### src/rtl/fetch_unit.sv
// Instruction-fetch stage: owns the PC, keeps one memory request in flight,
// buffers returned words in a small FIFO and presents the head to IF/ID.
//
// state | meaning
// IDLE  | one cycle after reset release, no request
// REQ   | request at pc_q outstanding, push on response
// HOLD  | buffer full, waiting for a pop before requesting again
// DRAIN | abandoned request still open, its response is dropped
module fetch_unit #(
    parameter int            n        = 32,
    parameter logic [n-1:0]  RESET_PC = 32'h00000000,
    parameter int            DEPTH    = 2
) (
    input  logic         clk,
    input  logic         reset,
    input  logic         stall,
    input  logic         branch_taken,
    input  logic [n-1:0] branch_target,
    output logic         imem_req,
    output logic [n-1:0] imem_addr,
    input  logic         imem_valid,
    input  logic [n-1:0] imem_rdata,
    output logic [n-1:0] instruction_next,
    output logic [n-1:0] pc_next,
    output logic [n-1:0] pc_plus_four_next,
    output logic         fetch_valid
);

    localparam int AW = (DEPTH > 1) ? $clog2(DEPTH) : 1;
    localparam logic [AW:0]  DEPTH_C  = (AW + 1)'(DEPTH);
    localparam logic [n-1:0] NOP      = n'(32'h00000013);
    localparam logic [n-1:0] ALIGN    = ~n'(3);
    localparam logic [n-1:0] PC_INIT  = RESET_PC & ALIGN;

    localparam logic [1:0] S_IDLE  = 2'd0;
    localparam logic [1:0] S_REQ   = 2'd1;
    localparam logic [1:0] S_HOLD  = 2'd2;
    localparam logic [1:0] S_DRAIN = 2'd3;

    logic [1:0]    state, state_d;
    logic [n-1:0]  pc_q;
    logic [n-1:0]  drain_addr;
    logic [n-1:0]  target_aligned;
    logic [n-1:0]  fifo_pc    [DEPTH];
    logic [n-1:0]  fifo_instr [DEPTH];
    logic [AW-1:0] rd_ptr, wr_ptr;
    logic [AW:0]   count, count_after;
    logic          empty, push, pop;
    logic [n-1:0]  head_pc;

    assign target_aligned = branch_target & ALIGN;
    assign empty = (count == '0);
    assign push  = (state == S_REQ) && imem_valid && !branch_taken;
    assign pop   = !stall && !empty && !branch_taken;

    always_comb begin
        count_after = count;
        if (push) count_after = count_after + (AW + 1)'(1);
        if (pop)  count_after = count_after - (AW + 1)'(1);
    end

    always_comb begin
        state_d = state;
        case (state)
            S_IDLE:  state_d = S_REQ;
            S_REQ: begin
                if (branch_taken)
                    state_d = imem_valid ? S_REQ : S_DRAIN;
                else if (imem_valid)
                    state_d = (count_after < DEPTH_C) ? S_REQ : S_HOLD;
            end
            S_HOLD: begin
                if (branch_taken || (count < DEPTH_C))
                    state_d = S_REQ;
            end
            S_DRAIN: begin
                // A redirect while draining only retargets pc_q; the open
                // request still has to complete before a new one goes out.
                if (!branch_taken && imem_valid)
                    state_d = S_REQ;
            end
            default: state_d = S_IDLE;
        endcase
    end

    always_ff @(posedge clk or posedge reset) begin
        if (reset) begin
            state      <= S_IDLE;
            pc_q       <= PC_INIT;
            drain_addr <= PC_INIT;
            rd_ptr     <= '0;
            wr_ptr     <= '0;
            count      <= '0;
        end else begin
            state <= state_d;
            if (branch_taken) begin
                pc_q   <= target_aligned;
                rd_ptr <= '0;
                wr_ptr <= '0;
                count  <= '0;
                if ((state == S_REQ) && !imem_valid)
                    drain_addr <= pc_q;
            end else begin
                if (push) begin
                    pc_q   <= pc_q + n'(4);
                    wr_ptr <= wr_ptr + AW'(1);
                end
                if (pop)
                    rd_ptr <= rd_ptr + AW'(1);
                count <= count_after;
            end
        end
    end

    always_ff @(posedge clk) begin
        if (push) begin
            fifo_pc[wr_ptr]    <= pc_q;
            fifo_instr[wr_ptr] <= imem_rdata;
        end
    end

    assign imem_req  = (state == S_REQ) || (state == S_DRAIN);
    assign imem_addr = (state == S_DRAIN) ? drain_addr : pc_q;

    assign head_pc           = empty ? pc_q : fifo_pc[rd_ptr];
    assign pc_next           = head_pc;
    assign pc_plus_four_next = head_pc + n'(4);
    assign instruction_next  = empty ? NOP : fifo_instr[rd_ptr];
    assign fetch_valid       = !empty;

endmodule

### config.mk
export PLATFORM = sky130hd
export DESIGN_NAME = fetch_unit
export DESIGN_NICKNAME = d
export VERILOG_FILES = /design/src/rtl/fetch_unit.sv
export SDC_FILE = /design/constraint.sdc
export NUM_CORES = 1
export LEC_CHECK = 0
export CORE_MARGIN = 4
export CORE_UTILIZATION = 36
export DETAILED_ROUTE_END_ITERATION = 8
export PLACE_DENSITY = 0.56
export SLEW_MARGIN = 20
export SYNTH_ARGS = -nofsm -noshare
export SYNTH_HDL_FRONTEND = slang
export SYNTH_SLANG_ARGS = --single-unit
### constraint.sdc
create_clock -name clk -period 8.59 [get_ports clk]
set_input_delay 0.859 -clock clk [delete_from_list [all_inputs] [get_ports clk]]
set_output_delay 0.859 -clock clk [all_outputs]
set_load 0.05 [all_outputs]
# Word level (Yosys, flattened, before mapping)
# Memory sizes are Yosys's and may differ from the RTL's.
# Index checks and enable logic that the tools add are counted.
[totals] reg_bits=70 in_bits=69 ram_bits=128 latch_bits=0 romBits=0 mem_count=2 elab_cells=61
[classes] n_mux=21 addsub=6 n_shift=0 n_eq_ne=6 magnitude_cmp=2 reduce_logical=18 bitwise=0 multipliers=0 div_mod_pow=0
[mem_list] memory="fifo_instr" depth=2 width=32 rd=1 rd_clocked_by_memory_dff=0 wr=1 line_no="45" source="logic [n-1:0] fifo_instr [DEPTH];"
[mem_list] memory="fifo_pc" depth=2 width=32 rd=1 rd_clocked_by_memory_dff=0 wr=1 line_no="44" source="logic [n-1:0] fifo_pc [DEPTH];"
[ops] cell="2-to-1 mux 32 bit" n=5
[ops] cell="adder 32 x 3 -> 32 bit (second input constant)" n=2
[ops] cell="2-to-1 mux 2 bit" n=9
[ops] cell="case mux 2 bit (4 select lines)" n=1
[ops] cell="logical AND 1 bit" n=6
[ops] cell="2-to-1 mux 1 bit" n=6
[ops] cell="equality test 2 bit (second input constant)" n=2
[ops] cell="zero test 1 bit" n=4
[ops] cell="zero test 2 bit" n=2
[ops] cell="less-than comparator 2 bit (second input constant)" n=2
[ops] cell="inequality test 2 bit (second input constant)" n=2
[ops] cell="nonzero test 2 bit" n=2
[ops] cell="inequality test 3 bit (second input constant)" n=1
[ops] cell="AND reduction 3 bit" n=1
[ops] cell="adder 1 bit (second input constant)" n=2
[ops] cell="adder 2 x 1 -> 2 bit (second input constant)" n=1
[ops] cell="equality test 2 x 1 -> 1 bit (second input constant)" n=1
[ops] cell="logical OR 1 bit" n=2
[ops] cell="AND reduction 2 bit" n=1
[ops] cell="subtractor 2 x 1 -> 2 bit (second input constant)" n=1

# Depth between registers and ports, before layout
# Gate-level depths: netlist of run 1.
[logic_depth] ltp_word=11 ltp_mapped=10 depth_no_buf=9

# Worst setup path after synthesis of run 1
# OpenSTA, ideal clock, no wires.
[synth_path] path_type="input-to-reg" from="input port branch_taken" to="memory fifo_instr[1][0] (enable)" path_stages=3 t_required_ps=8019 arrival_time_ps=5814 path_slack_ps=2205 path_cell_list="clkbuf_1 > clkbuf_1 > nor3b_1"
[synth_via] elab_chain_cells=4
[synth_lines] item="from (decl)" line_no="17" source="input logic branch_taken,"
[synth_lines] item="zero test 1 bit" line_no="53" source="assign push = (state == S_REQ) && imem_valid && !branch_taken;"
[synth_lines] item="logical AND 1 bit" line_no="53"
[synth_lines] item="2-to-1 mux 1 bit" line_no="116" source="if (push) begin"
[synth_lines] item="2-to-1 mux 1 bit (implied by the code)" line_no="118" source="fifo_instr[wr_ptr] <= imem_rdata;"
[synth_lines] item="to (decl)" line_no="45"
# No other way between the ends.

# Worst setup path in the final report of run 1
[layout_path] from="register count[1]" to="output port pc_plus_four_next[20]"
[layout_via] elab_chain_cells=3
[layout_lines] item="from (decl)" line_no="47" source="logic [AW:0] count, count_after;"
[layout_lines] item="from (signal assigned)" line_no="110" source="count <= count_after;"
[layout_lines] item="zero test 2 bit" line_no="52" source="assign empty = (count == '0);"
[layout_lines] item="2-to-1 mux 32 bit" line_no="125" source="assign head_pc = empty ? pc_q : fifo_pc[rd_ptr];"
[layout_lines] item="adder 32 x 3 -> 32 bit" line_no="127" source="assign pc_plus_four_next = head_pc + n'(4);"
[layout_lines] item="to (decl)" line_no="25" source="output logic [n-1:0] pc_plus_four_next,"
# No other way between the ends.

==> results of run 1 <==
cell type report:
cell class	instances	area, µm²	share of cell area
flip-flops and latches	190	5379	0.4540
clock buffers	17	425.4	0.03591
multi-input cells	464	3373	0.2847
diodes	1	2.502	0.0002112
clock inverters	15	188.9	0.01595
inverters	25	93.84	0.007921
well taps	324	405.4	0.03422
repair buffers	201	1979	0.1671
worst paths after layout:
kind	slack, ns	end	start
worst min register to register	0.50	drain_addr[7]	drain_addr[7]
min in group asynchronous	1.01	drain_addr[8]	reset
max in group asynchronous	6.87	rd_ptr	reset
worst max register to register	5.80	pc_q[31]	state[0]
worst min-delay path	0.50	drain_addr[7]	drain_addr[7]
worst max-delay path	2.93	pc_plus_four_next[20]	count[1]
logic make-up (layout without fill, tap and decap cells):
logic type	Yosys count	in the layout	synth area share
AND/OR/NAND/NOR	203	203	0.1129
flip-flops	190	190	0.5938
multiplexers	132	132	0.1555
buffers and inverters	70	258	0.03704
XOR/XNOR	62	62	0.05999
AO/OA/AOI/OAI	57	57	0.03511
adder cells (fa/ha/maj)	4	4	0.005253
other	1	7	0.0004143
through the flow:
step	hold WS, ns	util	setup WS (ns)	instances	area, µm²
6_report	0.5046	0.4829	2.928	1237	11850
5_1_grt	0.5195	0.4828	2.578	1236	11850
4_1_cts	0.5098	0.4828	2.814	1236	11850
3_5_place_dp	0.4920	0.4578	3.328	1204	11230
3_3_place_gp	0.4850	0.4578	3.293	1204	11230
2_1_floorplan	0.4402	-	2.205	724	9071
registers in the layout, indices dropped and copies added, names as in the netlist:
name / flops
count: 2
drain_addr: 30
fifo_instr: 64
fifo_pc: 60
pc_q: 30
rd_ptr: 1
state: 2
wr_ptr: 1
power by group:
part | leakage [nW] | internal, W | switching, W | total (W)
Combinational | 2.03 | 0.000960 | 0.00194 | 0.00290
Sequential | 1.93 | 0.00112 | 0.000106 | 0.00123
Clock | 0.295 | 0.000396 | 0.000394 | 0.000791
cell usage after synthesis, drive strengths merged (2+ instances only):
| library cell | count | area, µm² |
|---|---|---|
| buf | 19 | 143.9 |
| edfxtp | 124 | 3724 |
| ha | 3 | 37.54 |
| and4 | 6 | 56.30 |
| and3 | 5 | 31.28 |
| mux2i | 63 | 630.6 |
| clkbuf | 26 | 97.59 |
| dfrtp | 66 | 1652 |
| o21ai | 45 | 229.0 |
| inv | 25 | 93.84 |
| and2 | 2 | 12.51 |
| nand2 | 76 | 292.8 |
| nor3 | 15 | 90.09 |
| nand3 | 16 | 80.08 |
| xnor2 | 40 | 350.3 |
| o21a | 7 | 52.55 |
| nor2 | 52 | 195.2 |
| nor4 | 6 | 77.58 |
| nand4 | 19 | 140.1 |
| xor2 | 22 | 192.7 |
| mux2 | 69 | 777.0 |
routing by layer:
layer,wire length [µm],part of all wire,GRT usage,vias to the layer above
met5,0,0,0,-
met4,246,0.011,0.03700,0
met3,1285,0.055,0.04172,10
met2,10760,0.46,0.2626,151
met1,11060,0.47,0.2366,2917
li1,-,-,-,2915
==> summary.md, run 1 <==
| Metric | Value |
|---|---|
| Outcome | `finished clean` |
| Sequential area share after synthesis | `0.5938` |
| Actual slew at the worst max-slew pin | `0.9290 ns` |
| Final period demand of the worst path | `5.662 ns` |
| CP Depth | `11` |
| Max-Slew Margin vs Limit | `0.3806` |
| Setup crit end kind | `primary output` |
| P per Cell Area | `415.3 nW/µm²` |
| Fraction of layout cells with a size suffix above 1 | `0.1458` |
| # IOs | `199` |
| Filler instances | `2,270` |
| Part of the cycle the worst path needs | `0.6591` |
| CTS tree | `yes` |
| Worst Reg-to-Reg Cells | `6` |
| Clk sinks | `190` |
| Area Growth Syn to Fin | `30.88%` |
| Max incr delay on CP | `0.86 ns` |
| DR DRC count | `0` |
| CP top delay family | `buffers and inverters` |
| Maximum root-to-sink buffer count | `2` |
| Slowest CP cell | `clkdlybuf4s50_1` |
| Leading cell type in the layout, fill and taps excluded | `clkdlybuf4s50_1` |
| Largest net degree at the start of global routing | `70` |
| Port Buf Inserts | `190` |
| Post-DP HPWL | `15,630 µm` |
| Global route overflow | `0` |
| Die width | `166.6 µm` |
| Buffers & Inverters on Critical Path | `3` |
| Initial antenna violation count | `0` |
| DRT iter0 DRCs | `344` |
| Cells after Synth | `719` |
| Vias in the first global route | `6,053` |
| Num rows | `57` |
| Final setup TNS | `0 ns` |
| First drt pass iteration count | `7` |
| PnR Total Power | `0.004921 W` |
| WL final | `23,350 µm` |
| Fin. Hold Viols | `0` |
| Die footprint | `27,750 µm²` |
| Core Region | `24,530 µm²` |
| Static Leak | `4.252 nW` |
| Synth warn | `0` |
| Vias per cell | `4.845` |
| Buffer count from post-CTS setup fixing | `0` |
| Post-route ant nets | `0` |
| Mapped Area | `9052 µm²` |
| CTS clk-pin slew, worst paths | `0.08 ns` |
| Crit-path cells | `inv_1 -> ha_2 -> buf_4 -> nand2_1 -> o21ai_0 -> ha_1 -> nor4b_1 -> nand4_2 -> nor4_2 -> xnor2_1 -> clkdlybuf4s50_1` |
| Count of cell types in the netlist | `47` |
| PostCTS Resize Cnt | `0` |
| Total number of vias | `5,993` |
| CP Max Fanout | `69` |
| RD Place Congestion | `0.7407` |
| Average wire per standard cell | `18.87 µm` |
| Kind of critical path | `register to primary output` |
| Fmax | `176.6 MHz` |
| Critical Path RT | `7.73 ns` |
| #FFs+latches synth | `190` |
| Hold Path Class | `register to register` |
| Root buf cell | `clkbuf_16` |
| VDD IR max | `0.3200 mV` |
| Most frequent cells in the layout | `189 x clkdlybuf4s50_1, 124 x edfxtp_1, 75 x nand2_1, 69 x mux2_2, 65 x dfrtp_1` |
| Gr usage total | `0.1673` |
| H-tree depth | `4` |
| Total Nets Final | `971` |
| Hold_buf cts | `0` |
| CP startpoint kind | `register` |
| Total CTS buffers | `17` |
| Dominant synthesized flop cell | `edfxtp_1` |
| First-pass GRT wire length | `36,400 µm` |
| Post-synth EDFFs | `124` |
| Max-cap violations | `0` |
| Final Max Tran Viols | `0` |
| Syn Area/Cell | `12.59 µm²` |
| Async S/R FF share, synth | `0.3474` |
| Later-pin clock latency in the skew report | `0.44 ns` |
| Initial Utilization | `0.3690` |
| Cells on Worst Hold Path | `1` |
| Worst Clk Skew | `0.01230 ns` |
| Final setup fails | `0` |
| RSZ-0062 raised after global routing | `no` |
| CP arrival | `4.80 ns` |
| DIE HEIGHT | `166.6 µm` |
(Power assumes the default switching activity.)
==> inputs of run 2 (changes only) <==
--- a/config.mk
+++ b/config.mk
@@ -8,7 +8,7 @@
 export CORE_MARGIN = 4
 export CORE_UTILIZATION = 36
 export DETAILED_ROUTE_END_ITERATION = 8
-export PLACE_DENSITY = 0.56
+export PLACE_DENSITY = 0.58
 export SLEW_MARGIN = 20
 export SYNTH_ARGS = -nofsm -noshare
 export SYNTH_HDL_FRONTEND = slang
==> constraint.sdc (replaced) <==
create_clock -name clk -period 5.2 [get_ports clk]
set_input_delay 0.52 -clock clk [delete_from_list [all_inputs] [get_ports clk]]
set_output_delay 0.52 -clock clk [all_outputs]
set_load 0.05 [all_outputs]
==> run 2 against run 1 <==
  * Sequential power rose by 66%
  * Cell area rose by 0.35%
  * Largest cell class unchanged
  * Worst setup slack got worse by 2.4 ns
  * First-iteration DRC count rose by 4.4%
  * Utilization rose by 0.17 points
  * Critical path type unchanged
==> summary.md, run 2 (synthesized netlist as in run 1, its figures left out) <==
| Metric | Value |
|---|---|
| Port Buf Inserts | `190` |
| Post-DP HPWL | `15,760 µm` |
| Later-pin clock latency in the skew report | `0.44 ns` |
| CP arrival | `4.13 ns` |
| Hold_buf cts | `0` |
| Max-cap violations | `0` |
| Worst Clk Skew | `0.01572 ns` |
| # IOs | `199` |
| Filler instances | `2,257` |
| Die width | `166.6 µm` |
| Final core occ | `0.4846` |
| CTS clk-pin slew, worst paths | `0.08 ns` |
| Total number of vias | `6,063` |
| Gr usage total | `0.1668` |
| Final setup TNS | `0 ns` |
| Crit-path cells | `inv_1 -> ha_2 -> buf_4 -> nand2_1 -> o21a_1 -> nor4b_1 -> nand4_2 -> nor2_1 -> xnor2_1 -> clkdlybuf4s50_1` |
| Buffers & Inverters on Critical Path | `3` |
| Num rows | `57` |
| Core Region | `24,530 µm²` |
| CP startpoint kind | `register` |
| PostCTS Resize Cnt | `0` |
| Area Growth Syn to Fin | `31.33%` |
| Total Nets Final | `974` |
| Fin. Hold Viols | `0` |
| RD Place Congestion | `0.7555` |
| P per Cell Area | `693.6 nW/µm²` |
| # diodes | `0` |
| Total CTS buffers | `17` |
| Max-Slew Margin vs Limit | `0.2384` |
| Clk sinks | `190` |
| Largest register by flop count | `fifo_instr` |
| Max incr delay on CP | `0.83 ns` |
| Min-delay src | `drain_addr[29]` |
| Fraction of layout cells with a size suffix above 1 | `0.1530` |
| Largest net degree at the start of global routing | `69` |
| Global route overflow | `0` |
| VDD IR max | `0.6011 mV` |
| Most frequent cells in the layout | `183 x clkdlybuf4s50_1, 124 x edfxtp_1, 75 x nand2_1, 69 x mux2_2, 65 x dfrtp_1` |
| Initial Utilization | `0.3690` |
| Biggest regs | `fifo_instr (64), fifo_pc (60)` |
| Actual slew at the worst max-slew pin | `1.142 ns` |
| Die footprint | `27,750 µm²` |
| Hold Path Class | `register to register` |
| Critical R2R Launch | `state[1]` |
| Initial antenna violation count | `1` |
| DIE HEIGHT | `166.6 µm` |
| Critical Path RT | `4.68 ns` |
| Post-route ant nets | `0` |
| Worst Reg-to-Reg Cells | `6` |
| First-pass GRT wire length | `36,250 µm` |
| Slowest CP cell | `clkdlybuf4s50_1` |
| Final Max Tran Viols | `0` |
| WL final | `23,270 µm` |
| Cells on Worst Hold Path | `1` |
| Max reg flops | `64` |
| H-tree depth | `4` |
| CP top delay family | `buffers and inverters` |
| Buffer count from post-CTS setup fixing | `0` |
| Final setup fails | `0` |
| Average wire per standard cell | `18.78 µm` |
| Vias per cell | `4.893` |
| Final period demand of the worst path | `4.646 ns` |
| DR DRC count | `0` |
| Hold endpoint | `drain_addr[29]` |
| Setup crit end kind | `primary output` |
| Static Leak | `4.293 nW` |
| RSZ-0062 raised after global routing | `no` |
| DRT iter0 DRCs | `359` |
| Outcome | `finished clean` |
| Maximum root-to-sink buffer count | `2` |
| Leading cell type in the layout, fill and taps excluded | `clkdlybuf4s50_1` |
| Fmax | `215.2 MHz` |
| Part of the cycle the worst path needs | `0.8934` |
| Vias in the first global route | `6,095` |
| CTS tree | `yes` |
| End of the worst register-to-register path | `pc_q[19]` |
| Root buf cell | `clkbuf_16` |
| Reg-to-reg setup timing slack | `2.40 ns` |
| CP Max Fanout | `39` |
| Kind of critical path | `register to primary output` |
| First drt pass iteration count | `5` |
==> run 2: cell count changes in the layout (fill, tap and decap cells not counted), sizes merged <==
cell,delta
buf,+9
clkdlybuf4s50,-6
bufinv,+3
clkinv,-2
clkinvlp,-1
diode,-1
==> run 2: worst max path at each step <==
| stage | start | endpoint | depth (start not counted) |
|---|---|---|---|
| finish | count[1] | pc_plus_four_next[22] | 10 |
| global route | count[1] | pc_plus_four_next[22] | 10 |
| CTS | count[0] | pc_plus_four_next[22] | 9 |
| floorplan | count[0] | pc_plus_four_next[30] | 9 |
| global placement | count[0] | pc_plus_four_next[22] | 9 |
| detailed placement | count[0] | pc_plus_four_next[22] | 9 |
==> run 2: final cells by class <==
class | count | area, µm² | area share
Clock buffer | 17 | 425.4 | 0.03578
Clock inverter | 15 | 200.2 | 0.01684
Inverter | 25 | 93.84 | 0.007893
Multi-Input combinational cell | 464 | 3386 | 0.2848
Sequential cell | 190 | 5379 | 0.4524
Tap cell | 324 | 405.4 | 0.03410
Timing Repair Buffer | 204 | 1999 | 0.1682
==> run 2: per-stage QoR <==
| stage | area, µm² | hold WS [ns] | total power [W] | setup WS (ns) | std cells |
|---|---|---|---|---|---|
| floorplan | 9081 | 0.4402 | 0.005395 | 0.7707 | 724 |
| global placement | 11260 | 0.4850 | 0.006920 | 0.9761 | 1207 |
| detailed placement | 11260 | 0.4923 | 0.006927 | 0.9535 | 1207 |
| CTS | 11890 | 0.5075 | 0.008335 | 0.4625 | 1239 |
| global route | 11890 | 0.5138 | 0.008624 | 0.1953 | 1239 |
| finish | 11890 | 0.5034 | 0.008246 | 0.5542 | 1239 |
==> run 2: worst reg2reg max path, cell delays in order (launching register included) <==
cell,delay [ns]
dfrtp_1,0.43
nand3b_1,0.54
nor3_2,0.77
nand3_1,0.37
nor3_1,0.31
xnor2_1,0.15
o21ai_0,0.09
==> run 2: power breakdown <==
| part | internal, W | leakage, nW | switching [W] |
|---|---|---|---|
| clock network | 0.000775 | 0.306 | 0.000617 |
| logic | 0.00160 | 2.06 | 0.00321 |
| registers | 0.00186 | 1.93 | 0.000188 |
==> run 2: routing by layer <==
metal	GRT usage	up-vias	routed length, µm
met1	0.2395	2935	11230
met3	0.04693	12	1306
li1	-	2919	-
met4	0.03771	2	195
met5	0	-	13
met2	0.2536	195	10520
